## src/rtl/id_stage_pkg.sv

```systemverilog
// Shared opcodes, ALU op encoding and the ID/EX payload for the decode stage.
package id_stage_pkg;
   localparam logic [5:0] OP_RTYPE = 6'h00;
   localparam logic [5:0] OP_J     = 6'h02;
   localparam logic [5:0] OP_BEQ   = 6'h04;
   localparam logic [5:0] OP_BNE   = 6'h05;
   localparam logic [5:0] OP_ADDI  = 6'h08;
   localparam logic [5:0] OP_ANDI  = 6'h0C;
   localparam logic [5:0] OP_ORI   = 6'h0D;
   localparam logic [5:0] OP_LW    = 6'h23;
   localparam logic [5:0] OP_SW    = 6'h2B;

   localparam logic [5:0] FUNC_SLL = 6'h00;
   localparam logic [5:0] FUNC_SRL = 6'h02;
   localparam logic [5:0] FUNC_SRA = 6'h03;
   localparam logic [5:0] FUNC_ADD = 6'h20;
   localparam logic [5:0] FUNC_SUB = 6'h22;
   localparam logic [5:0] FUNC_AND = 6'h24;
   localparam logic [5:0] FUNC_OR  = 6'h25;
   localparam logic [5:0] FUNC_NOR = 6'h27;
   localparam logic [5:0] FUNC_SLT = 6'h2A;

   localparam logic [31:0] NOP_INST = 32'h0;

   typedef enum logic [3:0] {
      INST_TYPE_ADD = 4'd0,
      INST_TYPE_SUB = 4'd1,
      INST_TYPE_AND = 4'd2,
      INST_TYPE_OR  = 4'd3,
      INST_TYPE_NOR = 4'd4,
      INST_TYPE_SLT = 4'd5,
      INST_TYPE_SLL = 4'd6,
      INST_TYPE_SRL = 4'd7,
      INST_TYPE_SRA = 4'd8
   } alu_op_e;

   typedef struct packed {
      logic        valid;
      alu_op_e     alu_op;
      logic [31:0] a;
      logic [31:0] b;
      logic [31:0] imm;
      logic [4:0]  shamt;
      logic        alu_src_imm;
      logic        we;
      logic [4:0]  rd;
      logic        mem_read;
      logic        mem_write;
      logic [31:0] pc4;
   } ex_t;
endpackage

```

## src/rtl/id_stage_if.sv

```systemverilog
// Bus between IF/MEM/WB, the decode stage and EX; slave is the decode side.
interface id_stage_if;
   logic [31:0] if_pc4;
   logic [31:0] if_inst;
   logic        mem_we;
   logic [4:0]  mem_rd;
   logic        wb_we;
   logic [4:0]  wb_rd;
   logic [31:0] wb_data;
   logic        id_wpcir;
   logic        ctrl_branch;
   logic [31:0] nid_pc;
   logic        jmp_stall;
   logic        ex_valid;
   logic [3:0]  ex_alu_op;
   logic [31:0] ex_a;
   logic [31:0] ex_b;
   logic [31:0] ex_imm;
   logic [4:0]  ex_shamt;
   logic        ex_alu_src_imm;
   logic        ex_we;
   logic [4:0]  ex_rd;
   logic        ex_mem_read;
   logic        ex_mem_write;
   logic [31:0] ex_pc4;

   modport slave (
      input  if_pc4, if_inst, mem_we, mem_rd, wb_we, wb_rd, wb_data,
      output id_wpcir, ctrl_branch, nid_pc, jmp_stall, ex_valid, ex_alu_op,
             ex_a, ex_b, ex_imm, ex_shamt, ex_alu_src_imm, ex_we, ex_rd,
             ex_mem_read, ex_mem_write, ex_pc4
   );
   modport master (
      output if_pc4, if_inst, mem_we, mem_rd, wb_we, wb_rd, wb_data,
      input  id_wpcir, ctrl_branch, nid_pc, jmp_stall, ex_valid, ex_alu_op,
             ex_a, ex_b, ex_imm, ex_shamt, ex_alu_src_imm, ex_we, ex_rd,
             ex_mem_read, ex_mem_write, ex_pc4
   );
endinterface

```

## src/rtl/id_stage_regfile.sv

```systemverilog
// 32x32 register file: two async read ports with write-through, r0 fixed at 0.
module id_stage_regfile
   import id_stage_pkg::*;
(
   input  logic        clk,
   input  logic        rst_n,
   input  logic [4:0]  ra1_i,
   input  logic [4:0]  ra2_i,
   output logic [31:0] rd1_o,
   output logic [31:0] rd2_o,
   input  logic        we_i,
   input  logic [4:0]  wa_i,
   input  logic [31:0] wd_i
);
   logic [31:0] rf_q [32];

   always_ff @(posedge clk or negedge rst_n) begin
      if (!rst_n) begin
         for (int i = 0; i < 32; i++) rf_q[i] <= '0;
      end else if (we_i && wa_i != 5'd0) begin
         rf_q[wa_i] <= wd_i;
      end
   end

   // Same-cycle WB write is visible to the reader, so WB never needs a stall.
   always_comb begin
      rd1_o = rf_q[ra1_i];
      if (ra1_i == 5'd0)                  rd1_o = '0;
      else if (we_i && wa_i == ra1_i)     rd1_o = wd_i;
      rd2_o = rf_q[ra2_i];
      if (ra2_i == 5'd0)                  rd2_o = '0;
      else if (we_i && wa_i == ra2_i)     rd2_o = wd_i;
   end
endmodule

```

## src/rtl/id_stage.sv

```systemverilog
// Decode stage: IF/ID latch, register read, RAW stall, branch resolve, ID/EX latch.
module id_stage
   import id_stage_pkg::*;
(
   input  logic     clk,
   input  logic     rst,
   id_stage_if.slave bus
);
   logic [31:0] inst_q, pc4_q, ra, rb, imm_s, imm_z, imm;
   logic        valid_q, jstall_q;
   ex_t         ex_q, ex_d;
   logic [4:0]  rs, rt, rd, dst, shamt;
   logic        dec_ok, use_rs, use_rt, we, src_imm, mrd, mwr, is_beq, is_bne, is_j;
   logic        rs_hz, rt_hz, stall, take;
   alu_op_e     alu;

   assign rs    = inst_q[25:21];
   assign rt    = inst_q[20:16];
   assign rd    = inst_q[15:11];
   assign imm_s = {{16{inst_q[15]}}, inst_q[15:0]};
   assign imm_z = {16'h0, inst_q[15:0]};

   id_stage_regfile u_rf (
      .clk(clk), .rst_n(rst),
      .ra1_i(rs), .ra2_i(rt), .rd1_o(ra), .rd2_o(rb),
      .we_i(bus.wb_we), .wa_i(bus.wb_rd), .wd_i(bus.wb_data)
   );

   always_comb begin
      dec_ok = 1'b0; use_rs = 1'b0; use_rt = 1'b0; we = 1'b0; dst = '0;
      src_imm = 1'b0; mrd = 1'b0; mwr = 1'b0; imm = '0; shamt = '0;
      is_beq = 1'b0; is_bne = 1'b0; is_j = 1'b0; alu = INST_TYPE_ADD;
      case (inst_q[31:26])
         OP_RTYPE: begin
            dec_ok = 1'b1; use_rs = 1'b1; use_rt = 1'b1; we = 1'b1; dst = rd;
            case (inst_q[5:0])
               FUNC_ADD: alu = INST_TYPE_ADD;
               FUNC_SUB: alu = INST_TYPE_SUB;
               FUNC_AND: alu = INST_TYPE_AND;
               FUNC_OR:  alu = INST_TYPE_OR;
               FUNC_NOR: alu = INST_TYPE_NOR;
               FUNC_SLT: alu = INST_TYPE_SLT;
               FUNC_SLL: begin alu = INST_TYPE_SLL; use_rs = 1'b0; shamt = inst_q[10:6]; end
               FUNC_SRL: begin alu = INST_TYPE_SRL; use_rs = 1'b0; shamt = inst_q[10:6]; end
               FUNC_SRA: begin alu = INST_TYPE_SRA; use_rs = 1'b0; shamt = inst_q[10:6]; end
               default: begin
                  dec_ok = 1'b0; use_rs = 1'b0; use_rt = 1'b0; we = 1'b0; dst = '0;
               end
            endcase
         end
         OP_ADDI: begin dec_ok = 1'b1; use_rs = 1'b1; we = 1'b1; dst = rt; src_imm = 1'b1; imm = imm_s; end
         OP_ANDI: begin dec_ok = 1'b1; use_rs = 1'b1; we = 1'b1; dst = rt; src_imm = 1'b1; imm = imm_z; alu = INST_TYPE_AND; end
         OP_ORI:  begin dec_ok = 1'b1; use_rs = 1'b1; we = 1'b1; dst = rt; src_imm = 1'b1; imm = imm_z; alu = INST_TYPE_OR; end
         OP_LW:   begin dec_ok = 1'b1; use_rs = 1'b1; we = 1'b1; dst = rt; src_imm = 1'b1; imm = imm_s; mrd = 1'b1; end
         OP_SW:   begin dec_ok = 1'b1; use_rs = 1'b1; use_rt = 1'b1; src_imm = 1'b1; imm = imm_s; mwr = 1'b1; end
         OP_BEQ:  begin dec_ok = 1'b1; use_rs = 1'b1; use_rt = 1'b1; imm = imm_s; alu = INST_TYPE_SUB; is_beq = 1'b1; end
         OP_BNE:  begin dec_ok = 1'b1; use_rs = 1'b1; use_rt = 1'b1; imm = imm_s; alu = INST_TYPE_SUB; is_bne = 1'b1; end
         OP_J:    begin dec_ok = 1'b1; is_j = 1'b1; end
         default: ;
      endcase
   end

   // No forwarding: any in-flight producer in EX or MEM holds decode.
   assign rs_hz = use_rs && rs != 5'd0 &&
                  ((ex_q.we && ex_q.rd == rs) || (bus.mem_we && bus.mem_rd == rs));
   assign rt_hz = use_rt && rt != 5'd0 &&
                  ((ex_q.we && ex_q.rd == rt) || (bus.mem_we && bus.mem_rd == rt));
   assign stall = valid_q && (rs_hz || rt_hz);
   assign take  = valid_q && !stall &&
                  ((is_beq && ra == rb) || (is_bne && ra != rb) || is_j);

   assign bus.id_wpcir    = stall;
   assign bus.ctrl_branch = take;
   assign bus.nid_pc      = !take ? 32'h0 :
                            is_j  ? {pc4_q[31:26], inst_q[25:0]} : pc4_q + imm_s;
   assign bus.jmp_stall   = jstall_q;

   always_comb begin
      ex_d = '0;
      if (valid_q && dec_ok && !stall) begin
         ex_d.valid       = 1'b1;
         ex_d.alu_op      = alu;
         ex_d.a           = ra;
         ex_d.b           = rb;
         ex_d.imm         = imm;
         ex_d.shamt       = shamt;
         ex_d.alu_src_imm = src_imm;
         ex_d.we          = we;
         ex_d.rd          = dst;
         ex_d.mem_read    = mrd;
         ex_d.mem_write   = mwr;
         ex_d.pc4         = pc4_q;
      end
   end

   always_ff @(posedge clk or negedge rst) begin
      if (!rst) begin
         inst_q   <= NOP_INST;
         pc4_q    <= '0;
         valid_q  <= 1'b0;
         jstall_q <= 1'b0;
         ex_q     <= '0;
      end else begin
         ex_q <= ex_d;
         if (!stall) begin
            if (take) begin
               inst_q   <= NOP_INST;
               valid_q  <= 1'b0;
               jstall_q <= 1'b1;
            end else begin
               inst_q   <= bus.if_inst;
               pc4_q    <= bus.if_pc4;
               valid_q  <= 1'b1;
               jstall_q <= 1'b0;
            end
         end
      end
   end

   assign bus.ex_valid       = ex_q.valid;
   assign bus.ex_alu_op      = ex_q.alu_op;
   assign bus.ex_a           = ex_q.a;
   assign bus.ex_b           = ex_q.b;
   assign bus.ex_imm         = ex_q.imm;
   assign bus.ex_shamt       = ex_q.shamt;
   assign bus.ex_alu_src_imm = ex_q.alu_src_imm;
   assign bus.ex_we          = ex_q.we;
   assign bus.ex_rd          = ex_q.rd;
   assign bus.ex_mem_read    = ex_q.mem_read;
   assign bus.ex_mem_write   = ex_q.mem_write;
   assign bus.ex_pc4         = ex_q.pc4;
endmodule
```

## src/flat_wrapper.sv

```systemverilog
// flat-port wrapper written by rule: the top's interface ports become plain ports
module id_stage_flat import id_stage_pkg::*;
  (clk, rst, bus_if_pc4, bus_if_inst, bus_mem_we, bus_mem_rd, bus_wb_we, bus_wb_rd, bus_wb_data, bus_id_wpcir, bus_ctrl_branch, bus_nid_pc, bus_jmp_stall, bus_ex_valid, bus_ex_alu_op, bus_ex_a, bus_ex_b, bus_ex_imm, bus_ex_shamt, bus_ex_alu_src_imm, bus_ex_we, bus_ex_rd, bus_ex_mem_read, bus_ex_mem_write, bus_ex_pc4);
  id_stage_if bus_i ();
  input  logic clk;
  input  logic rst;
  input wire logic [$bits(bus_i.if_pc4)-1:0] bus_if_pc4;
  input wire logic [$bits(bus_i.if_inst)-1:0] bus_if_inst;
  input wire logic [$bits(bus_i.mem_we)-1:0] bus_mem_we;
  input wire logic [$bits(bus_i.mem_rd)-1:0] bus_mem_rd;
  input wire logic [$bits(bus_i.wb_we)-1:0] bus_wb_we;
  input wire logic [$bits(bus_i.wb_rd)-1:0] bus_wb_rd;
  input wire logic [$bits(bus_i.wb_data)-1:0] bus_wb_data;
  output wire logic [$bits(bus_i.id_wpcir)-1:0] bus_id_wpcir;
  output wire logic [$bits(bus_i.ctrl_branch)-1:0] bus_ctrl_branch;
  output wire logic [$bits(bus_i.nid_pc)-1:0] bus_nid_pc;
  output wire logic [$bits(bus_i.jmp_stall)-1:0] bus_jmp_stall;
  output wire logic [$bits(bus_i.ex_valid)-1:0] bus_ex_valid;
  output wire logic [$bits(bus_i.ex_alu_op)-1:0] bus_ex_alu_op;
  output wire logic [$bits(bus_i.ex_a)-1:0] bus_ex_a;
  output wire logic [$bits(bus_i.ex_b)-1:0] bus_ex_b;
  output wire logic [$bits(bus_i.ex_imm)-1:0] bus_ex_imm;
  output wire logic [$bits(bus_i.ex_shamt)-1:0] bus_ex_shamt;
  output wire logic [$bits(bus_i.ex_alu_src_imm)-1:0] bus_ex_alu_src_imm;
  output wire logic [$bits(bus_i.ex_we)-1:0] bus_ex_we;
  output wire logic [$bits(bus_i.ex_rd)-1:0] bus_ex_rd;
  output wire logic [$bits(bus_i.ex_mem_read)-1:0] bus_ex_mem_read;
  output wire logic [$bits(bus_i.ex_mem_write)-1:0] bus_ex_mem_write;
  output wire logic [$bits(bus_i.ex_pc4)-1:0] bus_ex_pc4;
  assign bus_i.if_pc4 = bus_if_pc4;
  assign bus_i.if_inst = bus_if_inst;
  assign bus_i.mem_we = bus_mem_we;
  assign bus_i.mem_rd = bus_mem_rd;
  assign bus_i.wb_we = bus_wb_we;
  assign bus_i.wb_rd = bus_wb_rd;
  assign bus_i.wb_data = bus_wb_data;
  assign bus_id_wpcir = bus_i.id_wpcir;
  assign bus_ctrl_branch = bus_i.ctrl_branch;
  assign bus_nid_pc = bus_i.nid_pc;
  assign bus_jmp_stall = bus_i.jmp_stall;
  assign bus_ex_valid = bus_i.ex_valid;
  assign bus_ex_alu_op = bus_i.ex_alu_op;
  assign bus_ex_a = bus_i.ex_a;
  assign bus_ex_b = bus_i.ex_b;
  assign bus_ex_imm = bus_i.ex_imm;
  assign bus_ex_shamt = bus_i.ex_shamt;
  assign bus_ex_alu_src_imm = bus_i.ex_alu_src_imm;
  assign bus_ex_we = bus_i.ex_we;
  assign bus_ex_rd = bus_i.ex_rd;
  assign bus_ex_mem_read = bus_i.ex_mem_read;
  assign bus_ex_mem_write = bus_i.ex_mem_write;
  assign bus_ex_pc4 = bus_i.ex_pc4;
  id_stage u_core (.clk(clk), .rst(rst), .bus(bus_i));
endmodule
```

## config.mk

```make
export PLATFORM = sky130hd
export DESIGN_NAME = id_stage_flat
export DESIGN_NICKNAME = d
export VERILOG_FILES = /design/src/rtl/id_stage_pkg.sv /design/src/rtl/id_stage_if.sv /design/src/rtl/id_stage_regfile.sv /design/src/rtl/id_stage.sv /design/src/flat_wrapper.sv
export SDC_FILE = /design/constraint.sdc
export NUM_CORES = 2
export LEC_CHECK = 0
export ABC_CLOCK_PERIOD_IN_PS = 4500
export BUFFER_PORTS_ARGS = -buffer_cell sky130_fd_sc_hd__buf_2
export CAP_MARGIN = 20
export CORE_ASPECT_RATIO = 2
export CORE_MARGIN = 1
export CORE_UTILIZATION = 56
export DETAILED_ROUTE_END_ITERATION = 8
export PLACE_DENSITY = 0.76
export SKIP_LAST_GASP = 1
export SYNTH_ARGS = -nofsm -noshare
export SYNTH_HDL_FRONTEND = slang
export SYNTH_SLANG_ARGS = --single-unit
```

## constraint.sdc

```tcl
create_clock -name clk -period 4.5 [get_ports clk]
set_clock_uncertainty 0.1 [all_clocks]
set_input_delay 0 -clock clk [delete_from_list [all_inputs] [get_ports clk]]
set_output_delay 0 -clock clk [all_outputs]
set_load 0.03 [all_outputs]
```

==> results.yml <==
setup_path:
  reg2reg_from: "u_core.inst_q[16]"
  r2r.worst_path.cells: 19
  regToRegEndpoint: "u_core.pc4_q[19]"
  critPathMaxFanout: 9
  r2r_setup_slack_ns: -0.70
  crit_path_start_kind: "flop"
  critPathRequiredTime_ns: 4.40
  cp_data_arrival_time_ns: 5.50
  worstSetupPathType: "reg -> out"
  cp-end-kind: "output port"
synthesis:
  yosys-top-cells-area: "dfrtp_1, mux2_2, mux4_2, mux2i_1, clkbuf_1"
  ys_ff_latch: 1222
  synth.avg_cell_area_um2: 13.89
  yosys_warnings: 0
  ys_seq_area_share_pct: 47.14
  synth-main-ff-cell: "dfrtp_1"
  synth_top_area_share_pct: 47.14
  synth_edf_count: 0
  synthDistinctLibCells: 82
  synth_area_leader_cell: "dfrtp_1"
  async_flop_share_pct: 100.0
  syn_inst: 4671
  synthesis.area_mm2: 0.06487
  syn_nets: 4813
placed_design:
  place_congestion: 1.004
  hpwl_mm: 161.4
  placed_area_mm2: 0.07151
  post-place-ws_ns: -0.5922
  port_buffers: 291
  placed_cells: 6540
final_layout:
  fillers: 7566
  area_growth_pct: 21.03
  finalNonFillerCells: 6994
  finalNetCount: 5517
  final_common_cell: "dfrtp_1"
  drive_gt1_share_pct: 50.59
  fin_area_mm2: 0.07851
  mostFrequentLayoutCells: "dfrtp_1, mux2_2, buf_4"
clocking:
  clk_latency_ns: 0.79
  cts.htree.levels: 3
  clk_pin_slew_ns: 0.07
  clockBufferDepth: 3
  cts_buffers: 108
  cts_tree: "yes"
  root_buffer: "clkbuf_16"
  cts_sinks: 1222
grt:
  grt_usage_pct: 42.50
  grt_pass1_wl_mm: 357.6
  grt_max_degree: 137
  grt_pass1_vias: 51870
  gr-total-overflow: 0
  antenna_found_initial: 15
timing:
  slew_headroom_pct: 18.22
  worstMarginPinSlew_ns: 1.222
  maxSlewViolCount: 0
  fmaxAchievable_ghz: 0.1784
  finalSetupViolations: 99
  fin_tns_setup_ns: -71.53
  hold_viol_final: 0
  fin_crit_sh_pct: 124.5
  finalCriticalPeriod_ns: 5.604
  rsz0062_at_grt: "true"
  fin_ws_ns: -1.104
run_status:
  violations: "negative setup slack"
  status: "finished, violations left"
floorplanning:
  dieArea_mm2: 0.1173
  initial_core_util_pct: 56.43
  row_count: 176
  die_x_um: 242.7
  ios: 292
  fp.dieH_um: 483.3
  core_mm2: 0.1150
routing:
  drc: 0
  num_vias: 50140
  finalWirelength_mm: 249.6
  vias_per_cell: 7.169
  wl_per_cell_um: 35.68
  drt_iter0_drc: 6012
  drt_pass1_iterations: 6
  ant_nets: 0
run:
  cap_violations: 0
min_path:
  hp-class: "in -> reg"
  hold_end: "u_core.u_rf.rf_q[358]"
  min_from: "bus_wb_data[6]"
  whs_path_depth: 3
power_and_ir_drop:
  ir_drop_mv: 0.3158
  power.density_mw_per_mm2: 420.0
  leakage_uw: 0.03527
worst max path at each step:
stage | from | to | slack, ns | cells past startpoint
after floorplan | u_core.inst_q[21] | u_core.inst_q[23] | 0.29 | 18
after global placement | u_core.inst_q[17] | bus_ctrl_branch | -0.57 | 19
after detailed placement | u_core.inst_q[20] | bus_ctrl_branch | -0.59 | 19
after CTS | u_core.inst_q[16] | bus_nid_pc[17] | -1.04 | 16
after global routing | u_core.inst_q[23] | bus_ctrl_branch | -1.16 | 19
final | u_core.inst_q[16] | bus_nid_pc[2] | -1.10 | 18
critical path, cell delays in order, from the launching register on:
cell and delay (ns):
dfrtp_4 0.50, buf_4 0.23, mux4_2 0.51, mux2_2 0.29, mux4_2 0.51, mux2i_4 0.18
buf_4 0.14, buf_6 0.13, a21oi_1 0.07, a311o_1 0.35, nand3_2 0.10, nand4_1 0.16
nor4_4 0.43, mux2_4 0.35, a21oi_4 0.14, buf_12 0.14, buf_12 0.16, a211oi_1 0.07
clkbuf_4 0.24
metrics by stage:
stage / utilization (%) / hold slack, ns / power [uW]
after global routing: 68.28 / 0.02884 / 33880
after global placement: 62.21 / -0.0004430 / 21830
after CTS: 67.58 / 0.003817 / 32450
after floorplan: - / -0.3956 / 19070
final: 68.30 / 0.03931 / 32980
after detailed placement: 62.21 / 0.008342 / 22190
cells in the mapped netlist (11+ instances only):
cell type	count
a211oi_1	20
nor2b_1	16
mux2_4	27
buf_4	33
o211ai_1	44
nand3_1	27
nor2_1	200
buf_6	40
clkbuf_1	305
a21o_1	20
nand2_1	179
ha_1	31
nand2b_1	14
mux2_2	1007
a22oi_1	65
inv_1	20
nor3_1	30
a21oi_1	89
nor3b_1	16
dfrtp_1	1222
buf_1	48
o21ai_0	87
xnor2_1	43
nor4_1	16
mux2i_1	134
a221oi_1	50
mux4_2	474
buf_2	46
o22ai_1	65
and2_1	71
xor2_1	39
o21bai_1	11
a22o_1	31
logic make-up (layout without fill, tap and decap cells):
logic type / count (synthesis) / after routing / share of synthesized area (%)
simple gates: 624 / 624 / 4.552
buf+inv: 505 / 1301 / 3.836
compound gates: 561 / 561 / 6.006
other cells: 0 / 14 / 0
xor+xnor: 83 / 83 / 1.132
flops: 1222 / 1222 / 47.14
mux: 1644 / 1644 / 36.70
fa+ha+maj: 32 / 32 / 0.6288
timing repair:
action | 4_1_cts | 5_1_grt
gates resized for setup | 91 | 75
pin swaps | 13 | 34
hold buffers | 163 | 0
endpoints found under the setup margin | 99 | 99
endpoints found under the hold margin | 2012 | 0
buffers inserted | 30 | 41
gates cloned | 3 | 5
metal layers:
| layer | wire (um) | GRT usage [%] | vias up |
|---|---|---|---|
| met5 | 47 | 0 | - |
| met1 | 78850 | 47.88 | 25470 |
| met2 | 114200 | 65.45 | 4103 |
| li1 | - | - | 19090 |
| met4 | 28290 | 38.19 | 8 |
| met3 | 28200 | 12.45 | 1475 |
report_power, final:
group / internal (uW) / switching, uW
combinational: 4580 / 3880
clock: 5540 / 4620
sequential: 12800 / 1540
area by class of cell:
| class | instances | area [um^2] | area share, % |
|---|---|---|---|
| Multi-Input combinational cell | 2944 | 32540 | 41.44 |
| Sequential cell | 1222 | 30600 | 38.98 |
| Timing Repair Buffer | 1075 | 9518 | 12.12 |
| Clock buffer | 148 | 3113 | 3.965 |
| Tap cell | 1513 | 1893 | 2.411 |
| Clock inverter | 54 | 724.4 | 0.9227 |
| Inverter | 24 | 90.09 | 0.1147 |
| Antenna cell | 14 | 35.03 | 0.04462 |
sequential cells by signal (all words and copies together), names as in the netlist, 4 cells and up:
register	count
u_core.bus.ex_rd	5
u_core.inst_q	32
u_core.bus.ex_pc4	32
u_core.bus.ex_alu_op	4
u_core.bus.ex_shamt	5
u_core.bus.ex_imm	17
u_core.pc4_q	32
u_core.bus.ex_a	32
u_core.u_rf.rf_q	1024
u_core.bus.ex_b	32
No activity file was read; power rests on OpenSTA's default activity.
